File: src/rtl/mul_wb_unit.sv
// Iterative unsigned W x W shift-add multiplier that retires its 2W-bit product
// as two register-file writes: low half to dst, then high half to r0.
module mul_wb_unit #(
    parameter int W  = 8,
    parameter int pw = 3
) (
    input  logic          clk,
    input  logic          reset,
    input  logic          start,
    input  logic [W-1:0]  opA,
    input  logic [W-1:0]  opB,
    input  logic [pw-1:0] dst,
    output logic          busy,
    output logic          done,
    output logic          wr_en,
    output logic [pw-1:0] wr_addr,
    output logic [W-1:0]  dat_out
);

    localparam int CNT_W = (W > 1) ? $clog2(W) : 1;
    localparam logic [CNT_W-1:0] CNT_LAST = CNT_W'(W - 1);

    typedef enum logic [1:0] {IDLE, CALC, WR_LO, WR_HI} state_t;

    state_t           state;
    logic [W-1:0]     mcand;
    logic [2*W-1:0]   acc;
    logic [pw-1:0]    dst_q;
    logic [CNT_W-1:0] cnt;

    logic [W-1:0]     addend;
    logic [W:0]       sum;
    logic [2*W-1:0]   acc_next;

    // The multiplier lives in the low half of acc: its LSB selects the add, and
    // each shift retires one multiplier bit while a product bit shifts in on top.
    always_comb begin
        addend   = acc[0] ? mcand : '0;
        sum      = {1'b0, acc[2*W-1:W]} + {1'b0, addend};
        acc_next = {sum, acc[W-1:1]};
    end

    always_ff @(posedge clk or posedge reset) begin
        if (reset) begin
            state   <= IDLE;
            mcand   <= '0;
            acc     <= '0;
            dst_q   <= '0;
            cnt     <= '0;
            busy    <= 1'b0;
            done    <= 1'b0;
            wr_en   <= 1'b0;
            wr_addr <= '0;
            dat_out <= '0;
        end else begin
            case (state)
                IDLE: begin
                    if (start) begin
                        mcand <= opA;
                        acc   <= {{W{1'b0}}, opB};
                        dst_q <= dst;
                        cnt   <= '0;
                        busy  <= 1'b1;
                        state <= CALC;
                    end
                end
                CALC: begin
                    acc <= acc_next;
                    cnt <= cnt + CNT_W'(1);
                    if (cnt == CNT_LAST) begin
                        wr_en   <= 1'b1;
                        wr_addr <= dst_q;
                        dat_out <= acc_next[W-1:0];
                        state   <= WR_LO;
                    end
                end
                WR_LO: begin
                    wr_addr <= '0;
                    dat_out <= acc[2*W-1:W];
                    done    <= 1'b1;
                    state   <= WR_HI;
                end
                WR_HI: begin
                    wr_en   <= 1'b0;
                    wr_addr <= '0;
                    dat_out <= '0;
                    done    <= 1'b0;
                    busy    <= 1'b0;
                    state   <= IDLE;
                end
                default: state <= IDLE;
            endcase
        end
    end

endmodule

File: config.mk
export PLATFORM = sky130hd
export DESIGN_NAME = mul_wb_unit
export DESIGN_NICKNAME = d
export VERILOG_FILES = /design/src/rtl/mul_wb_unit.sv
export SDC_FILE = /design/constraint.sdc
export NUM_CORES = 1
export LEC_CHECK = 0
export BUFFER_PORTS_ARGS = -buffer_cell sky130_fd_sc_hd__buf_2
export CORE_MARGIN = 3
export CORE_UTILIZATION = 53
export DETAILED_ROUTE_END_ITERATION = 8
export HOLD_SLACK_MARGIN = 0.02
export PLACE_DENSITY = 0.79
export SETUP_SLACK_MARGIN = 0.15
export SLEW_MARGIN = 20
export SYNTH_ARGS = -nofsm -noshare
export SYNTH_HDL_FRONTEND = slang
export SYNTH_SLANG_ARGS = --single-unit
File: constraint.sdc
create_clock -name clk -period 5.4 [get_ports clk]
set_input_delay 0.81 -clock clk [delete_from_list [all_inputs] [get_ports clk]]
set_output_delay 0.81 -clock clk [all_outputs]
set_load 0.02 [all_outputs]
# After elaboration in Yosys (flattened, before gate mapping)
# Index checks and enable logic that the tools add are counted.
[op_classes]
addsub = 2
eq_ne = 6
muxes = 17
n_reduce_logical = 15
[ops]
columns = ["operator", "count"]
rows = [
  ["$pmux 16 s2", 1],
  ["$pmux 8 s3", 1],
  ["$mux 16", 1],
  ["$mux 8", 2],
  ["$reduce_and 2->1", 7],
  ["$pmux 3 s2", 2],
  ["$reduce_bool 2->1", 5],
  ["$add 8x8->9", 1],
  ["$pmux 2 s4", 1],
  ["$mux 3", 2],
  ["$pmux 1 s2", 3],
  ["$eq 2x2->1 const B", 2],
  ["$mux 2", 2],
  ["$ne 2x2->1 const B", 2],
  ["$add 3x1->3 const B", 1],
  ["$eq 3x3->1 const B", 1],
  ["$reduce_bool 3->1", 1],
  ["$eq 2x1->1 const B", 1],
  ["$logic_not 2->1", 1],
  ["$mux 1", 2],
  ["$reduce_or 2->1", 1],
]
[word_totals]
ff_bits = 46
in_bits = 22
out_inout_bits = 14
elab_cells = 50

# Logic depth before layout (Yosys ltp)
[depth]
word_depth = 4
ltp_mapped = 8
mapped_depth_nobuf = 7

# Worst setup path after synthesis
# No wires, ideal clock.
[synth_path]
path_type = "register -> register"
startpoint = "register acc[0]"
endpoint = "register acc[13]"
setup_time_ns = 0.123
arrival_time_ns = 1.830
required_ns = 5.277
slack_ns = 3.446
stages_incl_launch_ff = 8
n_path_buf = 0
synth_period_minus_slack_ns = 1.954
cell_sequence = "dfrtp_1 and2_1 ha_1 fa_1 a21o_1 a221oi_4 xnor2_1 o21ai_2"
[synth_via]
elab_chain_cells = 3
[synth_rtl]
columns = ["item", "line", "rtl"]
rows = [
  ["start, declared", "27", "logic [2*W-1:0] acc;"],
  ["start signal, assigned", "60", "acc <= {{W{1'b0}}, opB};"],
  ["start signal, assigned", "68", "acc <= acc_next;"],
  ["$mux 8", "38", "addend = acc[0] ? mcand : '0;"],
  ["$add 8x8->9", "39", "sum = {1'b0, acc[2*W-1:W]} + {1'b0, addend};"],
  ["$pmux 16 s2", "56", "case (state)"],
]
# No other way between the ends.
# A chain may end at the register's enable or synchronous reset.

# Worst setup path after layout
[layout_path]
startpoint = "register state[1]"
endpoint = "register dat_out[4]"
[layout_via]
elab_chain_cells = 3
elab_cells_between_ends = 7
classes_between = "eq/ne: 4; mux: 1; reduce/logical: 2"
[layout_rtl]
columns = ["item", "line", "rtl"]
rows = [
  ["start, declared", "25", "state_t state;"],
  ["start signal, assigned", "45", "state <= IDLE;"],
  ["start signal, assigned", "64", "state <= CALC;"],
  ["start signal, assigned", "74", "state <= WR_LO;"],
  ["$eq 2x1->1 or $eq 2x2->1 (tied branches)", "56", ""],
  ["$ne 2x2->1 (no source line) or $reduce_bool 3->1 (tied branches)", "n/a", ""],
  ["$reduce_and 2->1 (no source line)", "n/a", ""],
  ["end signal, assigned", "73", "dat_out <= acc_next[W-1:0];"],
  ["end signal, assigned", "79", "dat_out <= acc[2*W-1:W];"],
  ["end, declared", "17", "output logic [W-1:0] dat_out"],
]
# Parallel ways exist; a longest one is shown, timed or not.

==> key figures <==
Clocking
  – Clock tree from TritonCTS: yes
  – Maximum level of the CTS H-tree: 2
  – Hold-fix buffer count after cts: 0
  – CTS Sinks: 46
  – Buffer levels on the longest clock path: 2
  – Clock insertion delay at the later pin of the skew report: 0.29 ns
  – Clock Tree Root: clkbuf_8
  – Number of setup buffers added after CTS: 0
  – Number of gates resized after CTS: 0
  – Inserted Clock Buffers: 5
  – Clock-pin slew of the registers on the worst-case setup and hold paths: 0.08 ns

Setup path
  – Startpoint types: flip-flop
  – Worst path top cell family by delay: simple AND/OR/NAND/NOR gates
  – Critical Path End Type: flip-flop
  – Register-to-register setup slack: 3.11 ns
  – Category of the most critical setup path: flip-flop to flip-flop
  – Biggest cell delay along the critical path: 0.65 ns
  – Data arrival at the endpoint of the critical path: 2.45 ns
  – Critical path buffers and inverters: 1
  – Crit path max fanout: 16
  – Worst path cell trace: inv_1 > ha_1 > nor2b_1 > nor2_4 > nor2_1 > a21oi_1
  – Critical Path RT: 5.56 ns
  – Cell with the biggest individual delay on the critical path: nor2b_1

Drt
  – Mean number of vias per cell: 5.651
  – Wirelength per Cell: 15.34 um
  – Remaining design rule violation count: 0
  – Initial DRC Count: 109
  – Iteration count of the initial detailed-routing pass: 4
  – Number of vias in the routed layout: 1,684
  – Total wire length: 4570 um
  – Number of nets with antenna violations after detailed routing: 0

Floorplanning
  – Die height: 72.23 um
  – IO Pins: 36
  – Die Area: 0.005217 mm^2
  – Starting density of the core: 56.49%
  – Row cnt: 23
  – Core footprint: 0.004115 mm^2
  – Horizontal die dimension: 72.23 um

GRT
  – Global router's overall resource usage: 18.70%
  – Global route total overflow: 0
  – Pin count of the biggest net entering global routing: 47
  – Number of global-route vias before repair: 1,594
  – Number of antenna violations at the first check in global routing: 0
  – Global-route wire length before repair: 7548 um

STA
  – Total setup violations reported at the end of the flow: 0
  – Total count of hold-check failures in the final report: 0
  – RSZ-0062 raised after global routing: no
  – Maximum clock frequency: 437.0 MHz
  – Worst slew pin tran: 1.042 ns
  – Worst path setup slack after routing: 3.112 ns
  – Tmin final: 2.288 ns
  – Sum of negative setup slack: 0 ns
  – Final clock skew: 0.006358 ns
  – Relative slew margins: 30.50%
  – Fin crit share: 42.38%
  – Number of slew-limit violations in the final report: 0

Power and ir drop
  – Peak supply drop: 0.2674 mV
  – Portion of total power attributed to sequential cells: 38.1%
  – Switching fraction of total power: 43.64%
  – Clock Power Share: 12.2%
  – Psw: 701.5 uW
  – Cell leakage power: 1.268 nW
  – Power per cell area: 619.2 mW/mm^2
  – Share of power burned in combinational logic: 49.8%
  – Internal: 906.1 uW

Placement
  – Routability-driven placement congestion ratio: 0.7817
  – Half-perimeter wire length after detailed placement: 3255 um
  – Worst setup slack before clock tree synthesis: 3.118 ns
  – Buffers added on ports: 35

Yosys
  – Netlist area before placement: 0.002325 mm^2
  – Synth warnings: 0
  – Portion of the post-synthesis area used by sequential elements: 49.52%
  – Distinct cell type count after synthesis: 33
  – Average footprint of a synthesized cell: 10.81 um^2
  – Gate count of the mapped netlist: 215
  – Total of flip-flops plus latches after synthesis: 46
  – Synthesized Nets: 253

Layout
  – Count of inserted antenna diode cells: 0
  – Area growth, synth to finish: 11.68%
  – Layout Nets: 286
  – Fraction of final layout cells with drive strength greater than 1: 18.55%

Hold path
  – Type of the tightest min-delay check: flip-flop to flip-flop

Run
  – Max Cap Viol: 0

Status
  – Status: completed
==> layout make-up <==
cell class,count,area (um^2)
timing repair buffer,36,182.7
multi-input combinational,155,1109
fill,361,1519
inverter,4,15.01
clock buffer,7,76.32
sequential,46,1151
tap,50,62.56
==> placed cells by master, fill, tap and decap left out, types with 2 or more instances in the layout <==
| master | instances |
|---|---|
| xor2_1 | 3 |
| nand4_1 | 2 |
| a21oi_1 | 13 |
| a22o_1 | 3 |
| nand2_1 | 24 |
| o21ai_1 | 19 |
| xnor2_1 | 2 |
| a21o_1 | 3 |
| ha_1 | 15 |
| clkbuf_8 | 5 |
| nor2_1 | 13 |
| buf_2 | 35 |
| o21ai_2 | 2 |
| a22oi_1 | 10 |
| nor2b_1 | 2 |
| inv_1 | 3 |
| dfrtp_1 | 46 |
| nand3_1 | 4 |
| and2_1 | 9 |
| clkbuf_1 | 2 |
| mux2_1 | 11 |
| mux2i_1 | 9 |
==> worst min-delay path: stages (launching register included) <==
cell and delay, ns:
dfrtp_1 0.34, o21ai_1 0.06, nand2_1 0.05
==> synth_stat cells <==
| library cell | n | area share, % |
|---|---|---|
| dfrtp_1 | 46 | 50 |
| nand2_1 | 24 | 3.9 |
| o21ai_1 | 19 | 4.1 |
| ha_1 | 15 | 8.1 |
| a21oi_1 | 13 | 2.8 |
| nor2_1 | 13 | 2.1 |
| mux2_1 | 11 | 5.3 |
| a22oi_1 | 10 | 3.2 |
| and2_1 | 9 | 2.4 |
| mux2i_1 | 9 | 3.9 |
| buf_2 | 7 | 1.5 |
| inv_1 | 4 | 0.65 |
| nand3_1 | 4 | 0.86 |
| a21o_1 | 3 | 0.97 |
| a22o_1 | 3 | 1.1 |
| xor2_1 | 3 | 1.1 |
| clkbuf_1 | 2 | 0.32 |
| nand4_1 | 2 | 0.54 |
| nor2b_1 | 2 | 0.54 |
| o21ai_2 | 2 | 0.75 |
| xnor2_1 | 2 | 0.75 |
| a211o_1 | 1 | 0.38 |
| a221oi_4 | 1 | 1.1 |
| a2bb2oi_1 | 1 | 0.38 |
| a31oi_1 | 1 | 0.27 |
| and3_2 | 1 | 0.32 |
| buf_4 | 1 | 0.32 |
| fa_1 | 1 | 0.86 |
| nand2b_1 | 1 | 0.27 |
| nor2_4 | 1 | 0.48 |
| o21ba_1 | 1 | 0.43 |
| o22ai_1 | 1 | 0.27 |
| o32a_1 | 1 | 0.43 |
==> registers in the layout (all words and copies together) (netlist names) <==
name,count
acc,16
cnt,3
mcand,8
dat_out,8
wr_addr,3
state,2
dst_q,3
busy,1
wr_en,1
done,1
==> per-stage QoR <==
step                      total power, mW  hold slack (ns)  util (%)  area (um^2)  std cells
after floorplan                     1.234           0.4545         -         2325        215
after global placement              1.388           0.4579     61.23         2520        291
after detailed placement            1.421           0.4638     61.23         2520        291
after CTS                           1.621           0.4806     63.09         2596        298
after global routing                1.747           0.4987     63.09         2596        298
final                               1.608           0.4741     63.09         2596        298
==> power groups by stage <==
| stage | clock network (mW) | registers (mW) | logic [mW] |
|---|---|---|---|
| after floorplan | 0 | 0.650 | 0.584 |
| after global placement | 0 | 0.613 | 0.775 |
| after detailed placement | 0 | 0.619 | 0.802 |
| after CTS | 0.202 | 0.614 | 0.805 |
| after global routing | 0.215 | 0.635 | 0.897 |
| final | 0.195 | 0.612 | 0.800 |
==> per-layer routing <==
layer  global-route usage [%]  part of all wire, %
met1                    25.79                   43
met2                    29.42                   50
met3                    4.432                  6.3
met4                    5.637                 0.98
met5                        0                    0
==> logic make-up after synthesis <==
kind of cell               count (synthesis)  synth area share (%)
DFF                                       46                 49.52
and+or+nand+nor                           57                 11.41
xor gates and xnor gates                   5                 1.884
muxes                                     20                 9.204
AOI/OAI and AO/OA                         57                 16.25
buffers and inverters                     14                 2.799
adders and majority gates                 16                 8.934
==> final timing paths <==
| kind | to | depth (start not counted) | startpoint |
|---|---|---|---|
| min | wr_addr[0]$_DFFE_PP0P_ | 2 | wr_addr[0]$_DFFE_PP0P_ |
| max in group asynchronous | cnt[0]$_DFFE_PP0P_ | 3 | reset |
| max reg2reg | dat_out[4]$_DFFE_PP0P_ | 6 | state[1]$_DFFE_PP0P_ |
| min in group asynchronous | wr_addr[2]$_DFFE_PP0P_ | 3 | reset |
| max | dat_out[4]$_DFFE_PP0P_ | 6 | state[1]$_DFFE_PP0P_ |
| min reg2reg | wr_addr[0]$_DFFE_PP0P_ | 2 | wr_addr[0]$_DFFE_PP0P_ |
Note: power is estimated with default switching activity, not from simulation.
